$ cat src/rtl/result_collector_pkg.sv
// result_collector_pkg: shared FSM states, tag-to-entry maps and stream order tables for result_collector
package result_collector_pkg;

    typedef enum logic [1:0] {
        ST_IDLE    = 2'd0,
        ST_COLLECT = 2'd1,
        ST_STREAM  = 2'd2
    } state_t;

    localparam logic [2:0] NO_CAPTURE  = 3'b111;
    localparam int         NUM_ENTRIES = 10;

    // Buffer entries are numbered in upper-triangle row-major order:
    // 0=b11 1=b12 2=b13 3=b14 4=b22 5=b23 6=b24 7=b33 8=b34 9=b44
    localparam logic [3:0] MAC1_ENTRY [0:7] = '{4'd1, 4'd2, 4'd3, 4'd5, 4'd8, 4'd0, 4'd0, 4'd0};
    localparam logic [3:0] MAC2_ENTRY [0:7] = '{4'd0, 4'd4, 4'd7, 4'd9, 4'd6, 4'd0, 4'd0, 4'd0};

    // Upper-triangle stream: word n reads entry n and reports this element index
    localparam logic [3:0] UT_IDX [0:9] = '{4'd0, 4'd1, 4'd2, 4'd3, 4'd5, 4'd6, 4'd7, 4'd10, 4'd11, 4'd15};

    // Full-matrix stream: word n is element n; lower elements mirror the upper entry
    localparam logic [3:0] FULL_ENTRY [0:15] = '{4'd0, 4'd1, 4'd2, 4'd3,
                                                 4'd1, 4'd4, 4'd5, 4'd6,
                                                 4'd2, 4'd5, 4'd7, 4'd8,
                                                 4'd3, 4'd6, 4'd8, 4'd9};

    function automatic logic tag_legal(input logic [2:0] t);
        return t < 3'd5;
    endfunction

    function automatic logic tag_illegal(input logic [2:0] t);
        return (t == 3'd5) || (t == 3'd6);
    endfunction

endpackage

$ cat src/rtl/result_buffer.sv
// result_buffer: 10-entry dual-write register file with captured mask and one read port
module result_buffer
    import result_collector_pkg::*;
#(
    parameter int ACC_W = 20
) (
    input  logic             clk,
    input  logic             rst_n,
    input  logic             clear,
    input  logic             we1,
    input  logic [3:0]       wa1,
    input  logic [ACC_W-1:0] wd1,
    input  logic             we2,
    input  logic [3:0]       wa2,
    input  logic [ACC_W-1:0] wd2,
    input  logic [3:0]       ra,
    output logic [ACC_W-1:0] rd,
    output logic             dup,
    output logic             complete
);

    logic [ACC_W-1:0]       mem [0:NUM_ENTRIES-1];
    logic [NUM_ENTRIES-1:0] mask;
    logic [NUM_ENTRIES-1:0] set_bits;

    // Bits newly captured this cycle; the two tag maps never share an entry
    always_comb begin
        set_bits = (we1 ? (10'd1 << wa1) : 10'd0) | (we2 ? (10'd1 << wa2) : 10'd0);
    end

    assign dup      = |(set_bits & mask);
    assign complete = &(mask | set_bits);
    assign rd       = mem[ra];

    // Data storage is not reset; the mask alone says what is valid
    always_ff @(posedge clk) begin
        if (we1) mem[wa1] <= wd1;
        if (we2) mem[wa2] <= wd2;
    end

    // Captured mask: cleared on reset or a new coefficient set
    always_ff @(posedge clk or negedge rst_n) begin
        if (!rst_n)     mask <= '0;
        else if (clear) mask <= '0;
        else            mask <= mask | set_bits;
    end

endmodule

$ cat src/rtl/result_collector.sv
// result_collector: gathers MAC results into a symmetric 4x4 matrix and streams it out
// Define RESULT_COLLECTOR_FULL_MATRIX_EN to stream all 16 elements instead of the upper triangle.
module result_collector
    import result_collector_pkg::*;
#(
    parameter int ACC_W = 20
) (
    input  logic             clk,
    input  logic             rst_n,
    input  logic             cf_load,
    input  logic [ACC_W-1:0] mac1_out,
    input  logic [ACC_W-1:0] mac2_out,
    input  logic [2:0]       mac1_output_sel,
    input  logic [2:0]       mac2_output_sel,
    output logic             out_valid,
    input  logic             out_ready,
    output logic [ACC_W-1:0] out_data,
    output logic [3:0]       out_idx,
    output logic             out_last,
    output logic             done,
    output logic             tag_err
);

    state_t           state;
    logic [3:0]       ptr;
    logic [3:0]       ra;
    logic [3:0]       idx;
    logic [ACC_W-1:0] rd;
    logic             collecting;
    logic             we1;
    logic             we2;
    logic             dup;
    logic             complete;
    logic             is_last;

`ifdef RESULT_COLLECTOR_FULL_MATRIX_EN
    localparam logic [3:0] LAST_PTR = 4'd15;
    assign ra  = FULL_ENTRY[ptr];
    assign idx = ptr;
`else
    localparam logic [3:0] LAST_PTR = 4'd9;
    assign ra  = ptr;
    assign idx = UT_IDX[ptr];
`endif

    // cf_load outranks any capture in the same cycle
    assign collecting = (state == ST_COLLECT) && !cf_load;
    assign we1        = collecting && tag_legal(mac1_output_sel);
    assign we2        = collecting && tag_legal(mac2_output_sel);
    assign is_last    = ptr == LAST_PTR;
    assign out_valid  = state == ST_STREAM;
    assign out_data   = out_valid ? rd : '0;
    assign out_idx    = out_valid ? idx : 4'd0;
    assign out_last   = out_valid && is_last;

    result_buffer #(.ACC_W(ACC_W)) u_buf (
        .clk      (clk),
        .rst_n    (rst_n),
        .clear    (cf_load),
        .we1      (we1),
        .wa1      (MAC1_ENTRY[mac1_output_sel]),
        .wd1      (mac1_out),
        .we2      (we2),
        .wa2      (MAC2_ENTRY[mac2_output_sel]),
        .wd2      (mac2_out),
        .ra       (ra),
        .rd       (rd),
        .dup      (dup),
        .complete (complete)
    );

    // Collect until the mask fills, then stream with ready/valid handshake
    always_ff @(posedge clk or negedge rst_n) begin
        if (!rst_n) begin
            state   <= ST_IDLE;
            ptr     <= 4'd0;
            done    <= 1'b0;
            tag_err <= 1'b0;
        end else begin
            done <= 1'b0;
            if (cf_load) begin
                state   <= ST_COLLECT;
                ptr     <= 4'd0;
                tag_err <= 1'b0;
            end else if (state == ST_COLLECT) begin
                if (dup || tag_illegal(mac1_output_sel) || tag_illegal(mac2_output_sel))
                    tag_err <= 1'b1;
                if (complete) begin
                    state <= ST_STREAM;
                    ptr   <= 4'd0;
                end
            end else if (state == ST_STREAM && out_ready) begin
                if (is_last) begin
                    state <= ST_IDLE;
                    done  <= 1'b1;
                end else begin
                    ptr <= ptr + 4'd1;
                end
            end
        end
    end

endmodule
$ cat config.mk
export PLATFORM = sky130hd
export DESIGN_NAME = result_collector
export DESIGN_NICKNAME = d
export VERILOG_FILES = /design/src/rtl/result_collector_pkg.sv /design/src/rtl/result_buffer.sv /design/src/rtl/result_collector.sv
export SDC_FILE = /design/constraint.sdc
export NUM_CORES = 1
export LEC_CHECK = 0
export ABC_AREA = 1
export ABC_CLOCK_PERIOD_IN_PS = 3450
export BUFFER_PORTS_ARGS = -buffer_cell sky130_fd_sc_hd__buf_2
export CAP_MARGIN = 20
export CORE_MARGIN = 10
export CORE_UTILIZATION = 40
export DETAILED_ROUTE_END_ITERATION = 10
export SYNTH_ARGS = -nofsm -noshare
export SYNTH_HDL_FRONTEND = slang
export SYNTH_HIERARCHICAL = 1
export SYNTH_SLANG_ARGS = --single-unit
$ cat constraint.sdc
create_clock -name clk -period 3.45 [get_ports clk]
set_clock_uncertainty 0.1 [all_clocks]
set_input_delay 0.69 -clock clk [delete_from_list [all_inputs] [get_ports clk]]
set_output_delay 0.69 -clock clk [all_outputs]
set_load 0.03 [all_outputs]
* Word-level counts from Yosys, hierarchy flattened *
Memories as Yosys holds them, arrays and structs flattened.
Cells that the tools add are included.

operators by class
  add/sub/neg operators = 1
  multiplexer cells = 32
  div/mod/pow operators = 0
  bitwise logic cells = 6
  order comparisons = 5
  reduce and logical (&&, ||, !) cells = 19
  multipliers = 0
  equal/unequal tests = 9
  shifts and indexed selects = 2

operator list
  kind                                                                      count
  4-bit two-way mux                                                         12
  10-bit two-way mux                                                        3
  20-bit two-way mux                                                        1
  10-bit OR                                                                 2
  1-bit by 4-bit left shift with 10-bit output (first input constant)       2
  3-bit equality test (second input constant)                               4
  1-bit two-way mux                                                         11
  10-bit AND                                                                1
  2-bit two-way mux                                                         5
  10-bit AND reduction                                                      1
  10-bit OR reduction                                                       1
  4-bit >= comparator (second input constant)                               2
  3-bit NOT with 4-bit output                                               2
  3-bit less-than comparator (second input constant)                        2
  3-bit AND reduction                                                       2
  3-bit nonzero test                                                        2
  5-bit >= comparator (second input constant)                               1
  1-bit logical AND                                                         5
  4-bit NOT with 5-bit output                                               1
  4-bit by 1-bit adder with 4-bit output (second input constant)            1
  4-bit equality test (second input constant)                               1
  1-bit logical OR                                                          4
  2-bit nonzero test                                                        2
  3-bit by 2-bit inequality test with 1-bit output (second input constant)  1
  other kinds (5)                                                           5

word-level totals
  bits of input ports = 50
  RAM bits = 200
  output and inout bits = 28
  memories = 4
  ROM bits = 128
  bits in registers = 18
  word-level logic and storage cells = 83
  latch bits = 0

memory list
  name             depth  width  rd ports  clocked after Yosys merged registers in  write ports  RTL line                RTL
  u_buf.mem        10     20     1         0                                        2            result_buffer.sv:22     logic [ACC_W-1:0] mem [0:NUM_ENTRIES-1];
  (no name shown)  16     4      1         0                                        0            result_collector.sv:43  assign idx = UT_IDX[ptr];
  (no name shown)  8      4      1         0                                        0            result_collector.sv:64  .wa2 (MAC2_ENTRY[mac2_output_sel]),
  (no name shown)  8      4      1         0                                        0            result_collector.sv:61  .wa1 (MAC1_ENTRY[mac1_output_sel]),

* Logic depth before layout (Yosys ltp) *
Gate-level depths: netlist (run 1).

  depth in word-level cells = 14
  depth in mapped cells = 19
  mapped depth without buffers = 19

* Cells and area by module *
Netlist (run 1), hierarchy kept.

by module, submodules not included
  module            seq. area each (sq um)  cells each  area each (sq um)  instances
  result_buffer     6256.0                  1183        10715.3            1
  result_collector  200.2                   163         962.2              1

* Least setup slack after synthesis (run 1) *
Ideal clock, no wire load.

  kind = input port to flip-flop
  from = input port mac2_output_sel[0]
  to = register tag_err
  arrival time = 2.413 ns
  path buffers = 0
  setup slack = 0.872 ns
  library setup time = 0.065 ns
  data required time = 3.285 ns
  cell stages on the path = 13
  cell sequence = inv_1 ha_1 nand2_1 nand2_1 nor2_1 nand3_1 nand2_1 nand2_1 nand2_1 nor2_1 nand3b_1 o21ai_0 nand2_1

on the way
  cells in the longest elaborated chain, start to end = 13
  elaborated cells on any way between the ends = 18
  those cells by class = order compare (1); eq/ne (2); shift (1); mux (3); bitwise (3); reduce/logical (7); memory (1)

ends and longest elaborated chain
  element                                               RTL line                RTL
  start: declaration                                    result_collector.sv:14  input logic [2:0] mac2_output_sel,
  3-bit NOT with 4-bit output (not written as such)     result_collector.sv:64
  memory 8 x 4 bit                                      n/a
  4-bit two-way mux (not written as such) (2 in a row)  result_collector.sv:64
  1-bit by 4-bit left shift with 10-bit output          result_buffer.sv:28     set_bits = (we1 ? (10'd1 << wa1) : 10'd0) | (we2 ? (10'd1 << wa2) : 10'd0);
  10-bit two-way mux *                                  result_buffer.sv:28
  10-bit OR *                                           result_buffer.sv:28
  10-bit AND *                                          result_buffer.sv:31     assign dup = |(set_bits & mask);
  10-bit OR reduction *                                 result_buffer.sv:31
  net dup                                               result_collector.sv:32  logic dup;
  1-bit logical OR * (2 in a row)                       result_collector.sv:86  if (dup || tag_illegal(mac1_output_sel) || tag_illegal(mac2_output_sel))
  2-bit nonzero test (no line) *                        n/a
  2-bit AND reduction (no line) *                       n/a
  end signal: assignment                                result_collector.sv:78  tag_err <= 1'b0;
  end signal: assignment                                result_collector.sv:84  tag_err <= 1'b0;
  end signal: assignment                                result_collector.sv:87  tag_err <= 1'b1;
  end: declaration                                      result_collector.sv:21  output logic tag_err

The timed path passes the listed nets; every way through them passes the cells marked *. The select of a mux whose other input is x is not followed.
A chain may end at the register's enable or synchronous reset.

* Worst setup path in the final report (run 1) *
  from = register ptr[3]
  to = output port out_data[16]

on the way
  cells in the longest elaborated chain, start to end = 2

ends and longest elaborated chain
  element                   RTL line                RTL
  start: declaration        result_collector.sv:25  logic [3:0] ptr;
  start signal: assignment  result_collector.sv:97  ptr <= ptr + 4'd1;
  memory 10 x 20 bit        n/a
  net rd[16]                result_collector.sv:28  logic [ACC_W-1:0] rd;
  20-bit two-way mux        result_collector.sv:52  assign out_data = out_valid ? rd : '0;
  end: declaration          result_collector.sv:17  output logic [ACC_W-1:0] out_data,

The timed path passes the listed nets, and every way through them passes these cells.

==> results by group, run 1 <==
Status
  • Status: finished, final reports clean

Detailed routing
  • Number of remaining DRC errors: 0
  • Post-route ant nets: 0
  • Routed WL per cell: 18.4 µm
  • Router iterations before antenna repair: 6
  • Final wirelength: 33,200 µm
  • Via count: 9,456
  • Initial DRC count: 734
  • Vias per cell: 5.25

Worst setup path
  • Max stage delay cell, worst path: inv_1
  • CP max FO: 14
  • Worst EP required: 2.66 ns
  • Setup crit end kind: output port
  • CP Data Arrival Time: 2.53 ns
  • Delay-heaviest family, CP: buffers and inverters
  • Critical path class: register to output port
  • Top cell by count, worst path: inv_1
  • Largest stage delay, worst path: 0.63 ns
  • Cell Chain, Critical Path: inv_1 -> buf_4 -> nand3_1 -> o21ai_1 -> inv_1 -> nor2_1 -> buf_2
  • Crit start category: register
  • Worst path bufs/invs: 4

Synth
  • Synthesized area per cell: 8.68 µm²
  • FF+latch count, synth: 218
  • Syn_nets: 1,410
  • Syn Std Cell Area: 11,700 µm²
  • Seq/Total Area, Yosys: 55.3%
  • Syn Inst Count: 1,346
  • Synth Warn #: 6
  • Yosys cell types: 24

Global route
  • GRT Overall Usage: 17.9%
  • Initial antenna violation count: 0
  • First-pass GRT wire length: 51,700 µm
  • Grt ovf: 0
  • Number of global-route vias before repair: 9,142
  • Pin count of the biggest net entering global routing: 52

Power
  • Sw power: 1540 µW
  • Peak VDD IR: 0.276 mV
  • Gate power share: 11.3%
  • Clock share of power: 41.0%
  • Lkg Pwr: 0.00588 µW
  • Sw Share: 24.5%
  • Pwr Density: 471 nW/µm²
  • Seq pwr share: 47.6%
  • Total Power: 6290 µW
  • P_int: 4750 µW

Clock tree
  • Clock-pin slew on the worst setup and hold paths: 0.06 ns
  • CTS tree: yes
  • Clock Sinks: 218
  • Clock Latency Late Sink: 0.52 ns
  • Cts hold-fix bufs: 0
  • H-tree levels: 1
  • Clock buffer count from CTS: 24
  • Clock Path Buffers: 3
  • Clock root buffer: clkbuf_16

Timing
  • FMAX: 0.302 GHz
  • Slew HR: 43.7%
  • Max-slew violations: 0
  • Clock period minus worst slack: 3.32 ns
  • Post-route clock period utilization: 96.1%
  • Final setup viols: 0
  • Endpoints failing hold: 0
  • Setup repair after global routing missed its margin: false
  • Aggregate negative setup slack: 0 ns
  • Worst-margin pin slew: 0.844 ns

Die
  • Core Region: 28,800 µm²
  • Initial Utilization: 40.6%
  • DIE AREA: 36,400 µm²
  • Die width: 191 µm
  • Cell Rows: 62
  • Die Ht: 191 µm
  • I/O pin count: 78

Cells and area
  • Non-Filler Instances: 1,800
  • Final Cell Area: 13,300 µm²
  • Nets: 1,462
  • Layout area overhead: 14.3%
  • Ratio of cells with drive above 1 in the final layout: 11.9%
  • Diodes inserted: 0

Run
  • Max-cap viol count: 0

Placement
  • Dpl cells: 1,755
  • Hpwl dp: 21,700 µm
  • I/O Buffers: 77
  • Routability Congestion: 0.888
  • Placed inst area: 12,500 µm²

Worst hold path
  • Worst hold path class: input port to asynchronous set/reset pin
-- state kept, by name, indices dropped and copies added (netlist names) --
signal / count
tag_err: 1
ptr: 4
done: 1
state: 2
u_buf/mask: 10
u_buf/mem: 200
-- through the flow --
stage	utilization, %	setup slack, ns	hold WS [ns]
finish	46.4	0.134	0.0149
global route	46.4	0.00920	0.0322
CTS	46.3	0.114	0.0189
detailed placement	43.5	0.416	0.378
global placement	43.5	0.429	0.365
floorplan	-	0.872	0.294
-- worst paths after layout --
kind                       slack, ns                 start                   to  depth (start not counted)
min in group clk                0.37             out_ready       done$_DFF_PN0_                          3
hold reg to reg                 0.40   tag_err$_DFFE_PN0P_  tag_err$_DFFE_PN0P_                          2
hold / removal                  0.01                 rst_n  tag_err$_DFFE_PN0P_                          1
setup / recovery                0.13    ptr[3]$_DFFE_PN0P_         out_data[16]                          7
setup reg to reg                0.60  state[1]$_DFFE_PN0P_  tag_err$_DFFE_PN0P_                         16
max in group asynchronous       2.89                 rst_n   ptr[1]$_DFFE_PN0P_                          1
-- synthesized netlist by cell type --
cell type | count | share of area (%)
ha_1 | 14 | 1.5
o211ai_1 | 40 | 2.6
clkbuf_1 | 58 | 1.9
nand3_2 | 3 | 0.26
nor2_2 | 3 | 0.16
mux2i_1 | 20 | 1.7
o21ai_0 | 259 | 11
clkinv_1 | 1 | 0.032
a21oi_1 | 42 | 1.8
inv_1 | 166 | 5.3
nand2_1 | 327 | 11
nor2_1 | 54 | 1.7
buf_2 | 16 | 0.69
buf_6 | 1 | 0.096
buf_4 | 2 | 0.13
nand2_2 | 1 | 0.054
dfrtp_1 | 18 | 3.9
o211a_1 | 1 | 0.086
buf_1 | 22 | 0.71
nand3b_1 | 7 | 0.45
nand4_1 | 2 | 0.11
nand3_1 | 80 | 3.4
edfxtp_1 | 200 | 51
o21ai_1 | 9 | 0.39
-- layout by cell type, fill, tap and decap left out --
cell type / count
o211ai_1: 40
nand3_2: 3
clkbuf_16: 25
edfxtp_1: 200
mux2i_1: 20
o21ai_1: 10
nand2_1: 327
nand3_1: 80
buf_12: 3
buf_8: 1
clkbuf_1: 7
nor2_1: 54
bufinv_16: 2
clkinv_1: 4
o211a_1: 1
ha_1: 14
a21oi_1: 42
nand2_2: 1
clkinv_2: 3
inv_1: 166
o21ai_0: 258
dfrtp_1: 16
buf_4: 44
nand3b_1: 7
clkbuf_8: 4
buf_2: 77
nor2_2: 3
dfrtp_4: 2
nand4_1: 2
-- power groups by stage --
stage                     logic, µW  clock network [µW]  registers, µW
after global placement          691                   0           3050
after floorplan                 483                   0           3040
after CTS                       708                2620           3000
final                           712                2580           3000
after global routing            807                2730           3000
after detailed placement        705                   0           3050
-- final cells by class --
cell class,count,area (µm²)
clock buffer,36,707
clock inverter,8,86.3
fill,2749,15400
inverter,167,627
multi-input combinational,862,4190
sequential,218,6460
tap,384,480
timing repair buffer,125,791
-- worst register-to-register path, stage by stage, from the launching register on --
cell and delay [ns]:
dfrtp_1 0.41, inv_1 0.10, nand2_2 0.09, nor2_1 0.17
inv_1 0.08, nor2_1 0.31, nand2_1 0.08, nor2_1 0.16
nand2_1 0.13, buf_4 0.25, nand2_1 0.14, buf_4 0.26
nand2_1 0.13, nand2_1 0.07, nand3b_1 0.12, o21ai_0 0.11
nand2_1 0.07
-- timing repair --
| action | CTS | global route |
|---|---|---|
| setup endpoints to repair | 2 | 2 |
| gates resized for setup | 1 | 1 |
| endpoints found under the hold margin | 0 | 0 |
| setup buffers | 0 | 1 |
-- layer usage --
layer,vias up,global-route usage [%],share of wire (%)
met5,-,0,0
met4,0,5.57,2.2
met3,51,1.99,5.6
met2,310,30.4,49
met1,4473,23.4,43
li1,4622,-,-
-- cells by family (layout without fill, tap and decap cells) --
kind of cell,after synthesis,count (layout),share of synthesized area (%)
buf+inv,266,336,8.85
fa+ha+maj,14,14,1.50
simple gates,477,477,16.7
mux,20,20,1.71
flops,218,218,55.3
compound gates,351,351,15.9
Power figures use the tool's default switching activity.
==> inputs of run 2 (changes only) <==
--- a/config.mk
+++ b/config.mk
@@ -7,11 +7,12 @@
 export LEC_CHECK = 0
 export ABC_AREA = 1
 export ABC_CLOCK_PERIOD_IN_PS = 3450
-export BUFFER_PORTS_ARGS = -buffer_cell sky130_fd_sc_hd__buf_2
 export CAP_MARGIN = 20
 export CORE_MARGIN = 10
 export CORE_UTILIZATION = 40
 export DETAILED_ROUTE_END_ITERATION = 10
+export DONT_BUFFER_PORTS = 1
+export REMOVE_ABC_BUFFERS = 1
 export SYNTH_ARGS = -nofsm -noshare
 export SYNTH_HDL_FRONTEND = slang
 export SYNTH_HIERARCHICAL = 1
==> results by group, run 2 (synthesized netlist as in run 1, its figures left out) <==
Detailed routing
  • Highest Signal Layer: met4
  • Number of remaining DRC errors: 0
  • Metal3 WL: 2320 µm
  • Post-route ant nets: 0
  • Metal-1 WL: 14,100 µm
  • WL met2: 14,800 µm
  • Via count: 9,146
  • Router iterations before antenna repair: 5
  • Final wirelength: 31,800 µm
  • Initial DRC count: 726
  • Routed WL per cell: 18.3 µm
  • Vias per cell: 5.26

Cells and area
  • Most frequent cells in the layout: nand2_1, o21ai_0, edfxtp_1
  • Layout area overhead: 12.0%
  • Diodes inserted: 0
  • Final Cell Area: 13,100 µm²
  • Largest Register: u_buf/mem
  • Commonest non-fill, non-tap cell in the layout: nand2_1
  • Non-Filler Instances: 1,738
  • Ratio of cells with drive above 1 in the final layout: 7.68%
  • Nets: 1,400
  • Max reg flops: 200
  • Regs by FF count: u_buf/mem x200, u_buf/mask x10, ptr x4

Global route
  • Grt ovf: 0
  • Number of global-route vias before repair: 8,686
  • First-pass GRT wire length: 49,000 µm
  • Initial antenna violation count: 0
  • Pin count of the biggest net entering global routing: 55
  • GRT Overall Usage: 17.1%

Clock tree
  • Clock buffer count from CTS: 24
  • CTS tree: yes
  • Clock Sinks: 218
  • Clock root buffer: clkbuf_16
  • Clock Path Buffers: 3
  • H-tree levels: 1
  • Clock-pin slew on the worst setup and hold paths: 0.06 ns
  • Clock Latency Late Sink: 0.50 ns
  • CTS resizes: 0

Power
  • P_int: 4660 µW
  • Lkg Pwr: 0.00561 µW
  • Sw Share: 23.7%
  • Gate power share: 10.1%
  • Sw power: 1440 µW
  • Seq pwr share: 49.2%
  • Peak VDD IR: 0.366 mV
  • Pwr Density: 466 nW/µm²
  • Clock share of power: 40.7%

Worst hold path
  • Worst hold path class: input port to register

Worst setup path
  • Critical path class: register to output port
  • Setup crit end kind: output port
  • Worst EP required: 2.66 ns
  • CP Data Arrival Time: 2.48 ns
  • CP max FO: 30
  • Crit start category: register

Timing
  • Final setup viols: 0
  • FMAX: 0.306 GHz
  • Max-slew violations: 0
  • Clock period minus worst slack: 3.27 ns
  • Setup repair after global routing missed its margin: false
  • Final worst slack: 0.178 ns
  • Endpoints failing hold: 0
  • Hold WS: 0.272 ns
  • Worst-margin pin slew: 0.812 ns
  • Post-route clock period utilization: 94.8%
  • Slew HR: 45.7%

Placement
  • Placed inst area: 12,300 µm²
  • Pre-CTS WS: 0.453 ns
  • Routability Congestion: 0.873
  • I/O Buffers: 0
  • Hpwl dp: 19,600 µm
  • Dpl cells: 1,692

Die
  • I/O pin count: 78
  • Die width: 191 µm
  • Core Region: 28,800 µm²
  • Die Ht: 191 µm
  • DIE AREA: 36,400 µm²
  • Cell Rows: 62
  • Initial Utilization: 40.6%

Status
  • Status: finished, final reports clean

Run
  • Max-cap viol count: 0
## run 2: changes by cell type in the layout (fill, tap and decap cells not counted), sizes merged
cell	delta
clkinvlp	+2
clkinv	+2
clkbuf	-4
dlygate4sd3	+1
buf	-63
## run 2: worst paths after layout
path	startpoint	end	slack [ns]	cells after the start
worst max-delay path	ptr[1]$_DFFE_PN0P_	out_data[4]	0.18	8
worst min-delay path	mac1_out[16]	u_buf/mem[3][16]$_DFFE_PP_	0.27	2
worst max register to register	state[1]$_DFFE_PN0P_	tag_err$_DFFE_PN0P_	0.62	17
worst min register to register	state[1]$_DFFE_PN0P_	state[1]$_DFFE_PN0P_	0.42	2
max in group asynchronous	rst_n	ptr[0]$_DFFE_PN0P_	2.03	1
min in group asynchronous	rst_n	done$_DFF_PN0_	0.62	1
## run 2: per-stage QoR
stage | total power (µW) | util, % | setup TNS (ns)
after detailed placement | 3660 | 42.7 | 0
final | 6100 | 45.4 | 0
after CTS | 6140 | 45.4 | 0
after global placement | 3650 | 42.7 | 0
after floorplan | 3490 | - | -48.24
after global routing | 6340 | 45.4 | 0
## run 2: repair_timing
| action | 4_1_cts | 5_1_grt |
|---|---|---|
| hold buffers | 1 | 0 |
| hold endpoints to repair | 18 | 0 |
| setup buffers | 0 | 1 |
| endpoints found under the setup margin | 0 | 2 |
## run 2: final cells by class
cell class	count	area, µm²
fillers	2744	15700
flip-flops and latches	218	6460
multi-input cells	862	4190
clock buffers	32	652
inverters	167	627
repair buffers	63	558
well taps	384	480
clock inverters	12	110
## run 2: per-layer routing
layer	global-route usage, %	vias up
met5	0	-
met1	23.0	4301
li1	-	4499
met4	3.73	0
met3	2.91	41
met2	28.2	305
## run 2: critical path, stage by stage, from the launching register on
cell and delay [ns]:
dfrtp_2 0.81, buf_4 0.35, o211ai_1 0.12, nand3_1 0.12, nand3_1 0.07, o21ai_0 0.14, inv_1 0.07, nor2_1 0.10
buf_4 0.17
## run 2: power groups by stage
stage,registers (µW),clock network [µW],logic [µW]
finish,3000,2480,616
global route,3010,2630,710
CTS,3010,2520,605
detailed placement,3060,0,596
global placement,3060,0,584
floorplan,3100,0,391
==> inputs of run 3 (changes only) <==
--- a/config.mk
+++ b/config.mk
@@ -13,6 +13,7 @@
 export DETAILED_ROUTE_END_ITERATION = 10
 export DONT_BUFFER_PORTS = 1
 export REMOVE_ABC_BUFFERS = 1
+export SETUP_SLACK_MARGIN = 0.4
 export SYNTH_ARGS = -nofsm -noshare
 export SYNTH_HDL_FRONTEND = slang
 export SYNTH_HIERARCHICAL = 1
==> results by group, run 3 (synthesized netlist as in run 1, its figures left out) <==
Status
  • Status: finished, final reports clean

Timing
  • Final worst slack: 0.439 ns
  • Aggregate negative setup slack: 0 ns
  • Clock period minus worst slack: 3.01 ns
  • Slew HR: 45.8%
  • Final setup viols: 0
  • FMAX: 0.332 GHz
  • Max-slew violations: 0
  • Endpoints failing hold: 0
  • Setup repair after global routing missed its margin: true
  • Worst-margin pin slew: 0.811 ns
  • Post-route clock period utilization: 87.3%

Worst setup path
  • Reg2reg path depth: 17
  • Critical path depth: 10
  • Critical path class: register to output port
  • Setup crit end kind: output port
  • Worst path bufs/invs: 4
  • R2R Path Start: state[1]$_DFFE_PN0P_
  • Worst EP required: 2.66 ns
  • Largest stage delay, worst path: 0.49 ns
  • Worst setup startpoint: ptr[0]$_DFFE_PN0P_
  • Capturing point of the worst reg2reg path: tag_err$_DFFE_PN0P_
  • Worst R2R Setup Slack: 0.78 ns
  • CP Data Arrival Time: 2.22 ns
  • Crit path capture: out_data[12]
  • Max stage delay cell, worst path: dfrtp_4
  • CP max FO: 11
  • Cell Chain, Critical Path: buf_12 -> bufbuf_16 -> a21oi_2 -> o21ai_1 -> nand3_1 -> nand3_1 -> o21ai_1 -> inv_1 -> nor2_1 -> buf_4
  • Delay-heaviest family, CP: buffers and inverters
  • Crit start category: register

Cells and area
  • Layout area overhead: 15.4%
  • Most frequent cells in the layout: nand2_1, o21ai_0, edfxtp_1
  • # fillers: 2,724
  • Ratio of cells with drive above 1 in the final layout: 10.5%
  • Diodes inserted: 0
  • Largest Register: u_buf/mem
  • Max reg flops: 200
  • Regs by FF count: u_buf/mem x200, u_buf/mask x10, ptr x4
  • Nets: 1,418
  • Commonest non-fill, non-tap cell in the layout: nand2_1

Global route
  • First-pass GRT wire length: 50,700 µm
  • Number of global-route vias before repair: 8,886
  • Grt ovf: 0
  • Pin count of the biggest net entering global routing: 43
  • Initial antenna violation count: 0
  • GRT Overall Usage: 17.8%

Detailed routing
  • Post-route ant nets: 0
  • Initial DRC count: 770
  • Number of remaining DRC errors: 0
  • Final wirelength: 33,200 µm
  • Via count: 9,278
  • Routed WL per cell: 18.9 µm
  • Router iterations before antenna repair: 5
  • Vias per cell: 5.28

Clock tree
  • Clock Sinks: 218
  • CTS tree: yes
  • H-tree levels: 1
  • Clock Latency Late Sink: 0.50 ns
  • Clock root buffer: clkbuf_16
  • Clock-pin slew on the worst setup and hold paths: 0.06 ns
  • Clock buffer count from CTS: 24
  • Clock Path Buffers: 3

Die
  • DIE AREA: 36,400 µm²
  • Cell Rows: 62
  • I/O pin count: 78
  • Die width: 191 µm
  • Die Ht: 191 µm
  • Core Region: 28,800 µm²
  • Initial Utilization: 40.6%

Power
  • Peak VDD IR: 0.370 mV
  • Total Power: 6210 µW
  • Pwr Density: 461 nW/µm²
  • Lkg Pwr: 0.00576 µW

Placement
  • Hpwl dp: 19,600 µm
  • Routability Congestion: 0.873
  • I/O Buffers: 0
  • Pre-CTS WS: 0.453 ns

Run
  • Max-cap viol count: 0

Worst hold path
  • Worst hold path class: input port to register
==> run 3: cell types whose count changed in the layout (fill, tap and decap cells not counted), sizes merged <==
cell | before | now
buf | 62 | 78
bufbuf | 0 | 1
clkbuf | 32 | 33
clkinvlp | 2 | 3
inv | 166 | 165
==> run 3: layer usage <==
metal / GRT usage [%] / part of all wire [%]
met4: 4.48 / 2.1
met3: 3.44 / 7.9
met2: 29.4 / 47
met1: 23.5 / 43
met5: 0 / 0
==> run 3: what timing repair did <==
| action | CTS | global route |
|---|---|---|
| setup buffers | 13 | 2 |
| setup endpoints to repair | 25 | 27 |
| hold buffers | 1 | 0 |
| cloned | 3 | 1 |
| pin swaps | 0 | 18 |
| endpoints found under the hold margin | 18 | 0 |
| resized for setup | 4 | 53 |
==> run 3: area by class of cell <==
class	instances	area (µm²)	area share (%)
repair buffers	81	867	6.44
multi-input cells	862	4270	31.7
clock inverters	12	110	0.817
flip-flops and latches	218	6460	48.0
inverters	167	631	4.68
well taps	384	480	3.57
clock buffers	32	652	4.84
==> run 3: power by group <==
group	leakage [µW]	internal (µW)	total, µW	switching [µW]
Clock	0.000367	1470	2480	1010
Sequential	0.00205	2970	2990	23.6
Combinational	0.00335	284	740	455
Total	0.00576	4720	6210	1480
==> run 3: through the flow <==
| step | hold WS [ns] | util, % | instances | area [µm²] |
|---|---|---|---|---|
| finish | 0.252 | 46.8 | 1756 | 13500 |
| detailed placement | 0.295 | 42.7 | 1692 | 12300 |
| global placement | 0.295 | 42.7 | 1692 | 12300 |
| CTS | 0.259 | 46.2 | 1753 | 13300 |
| floorplan | 0.294 | - | 1247 | 11300 |
| global route | 0.264 | 46.8 | 1756 | 13500 |
==> run 3: worst min-delay path by stage <==
stage / start / endpoint / slack [ns] / depth (start not counted)
final: cf_load / state[1]$_DFFE_PN0P_ / 0.25 / 3
after global routing: mac1_out[15] / u_buf/mem[4][15]$_DFFE_PP_ / 0.26 / 2
after CTS: mac1_out[3] / u_buf/mem[4][3]$_DFFE_PP_ / 0.26 / 2
after detailed placement: rst_n / done$_DFF_PN0_ / 0.29 / 0
after global placement: rst_n / done$_DFF_PN0_ / 0.30 / 0
after floorplan: rst_n / done$_DFF_PN0_ / 0.29 / 0
==> run 3: tightest hold or removal path, stage by stage <==
cell	delay, ns
nor2_2	0.03
nand2_1	0.05
nand2_1	0.05
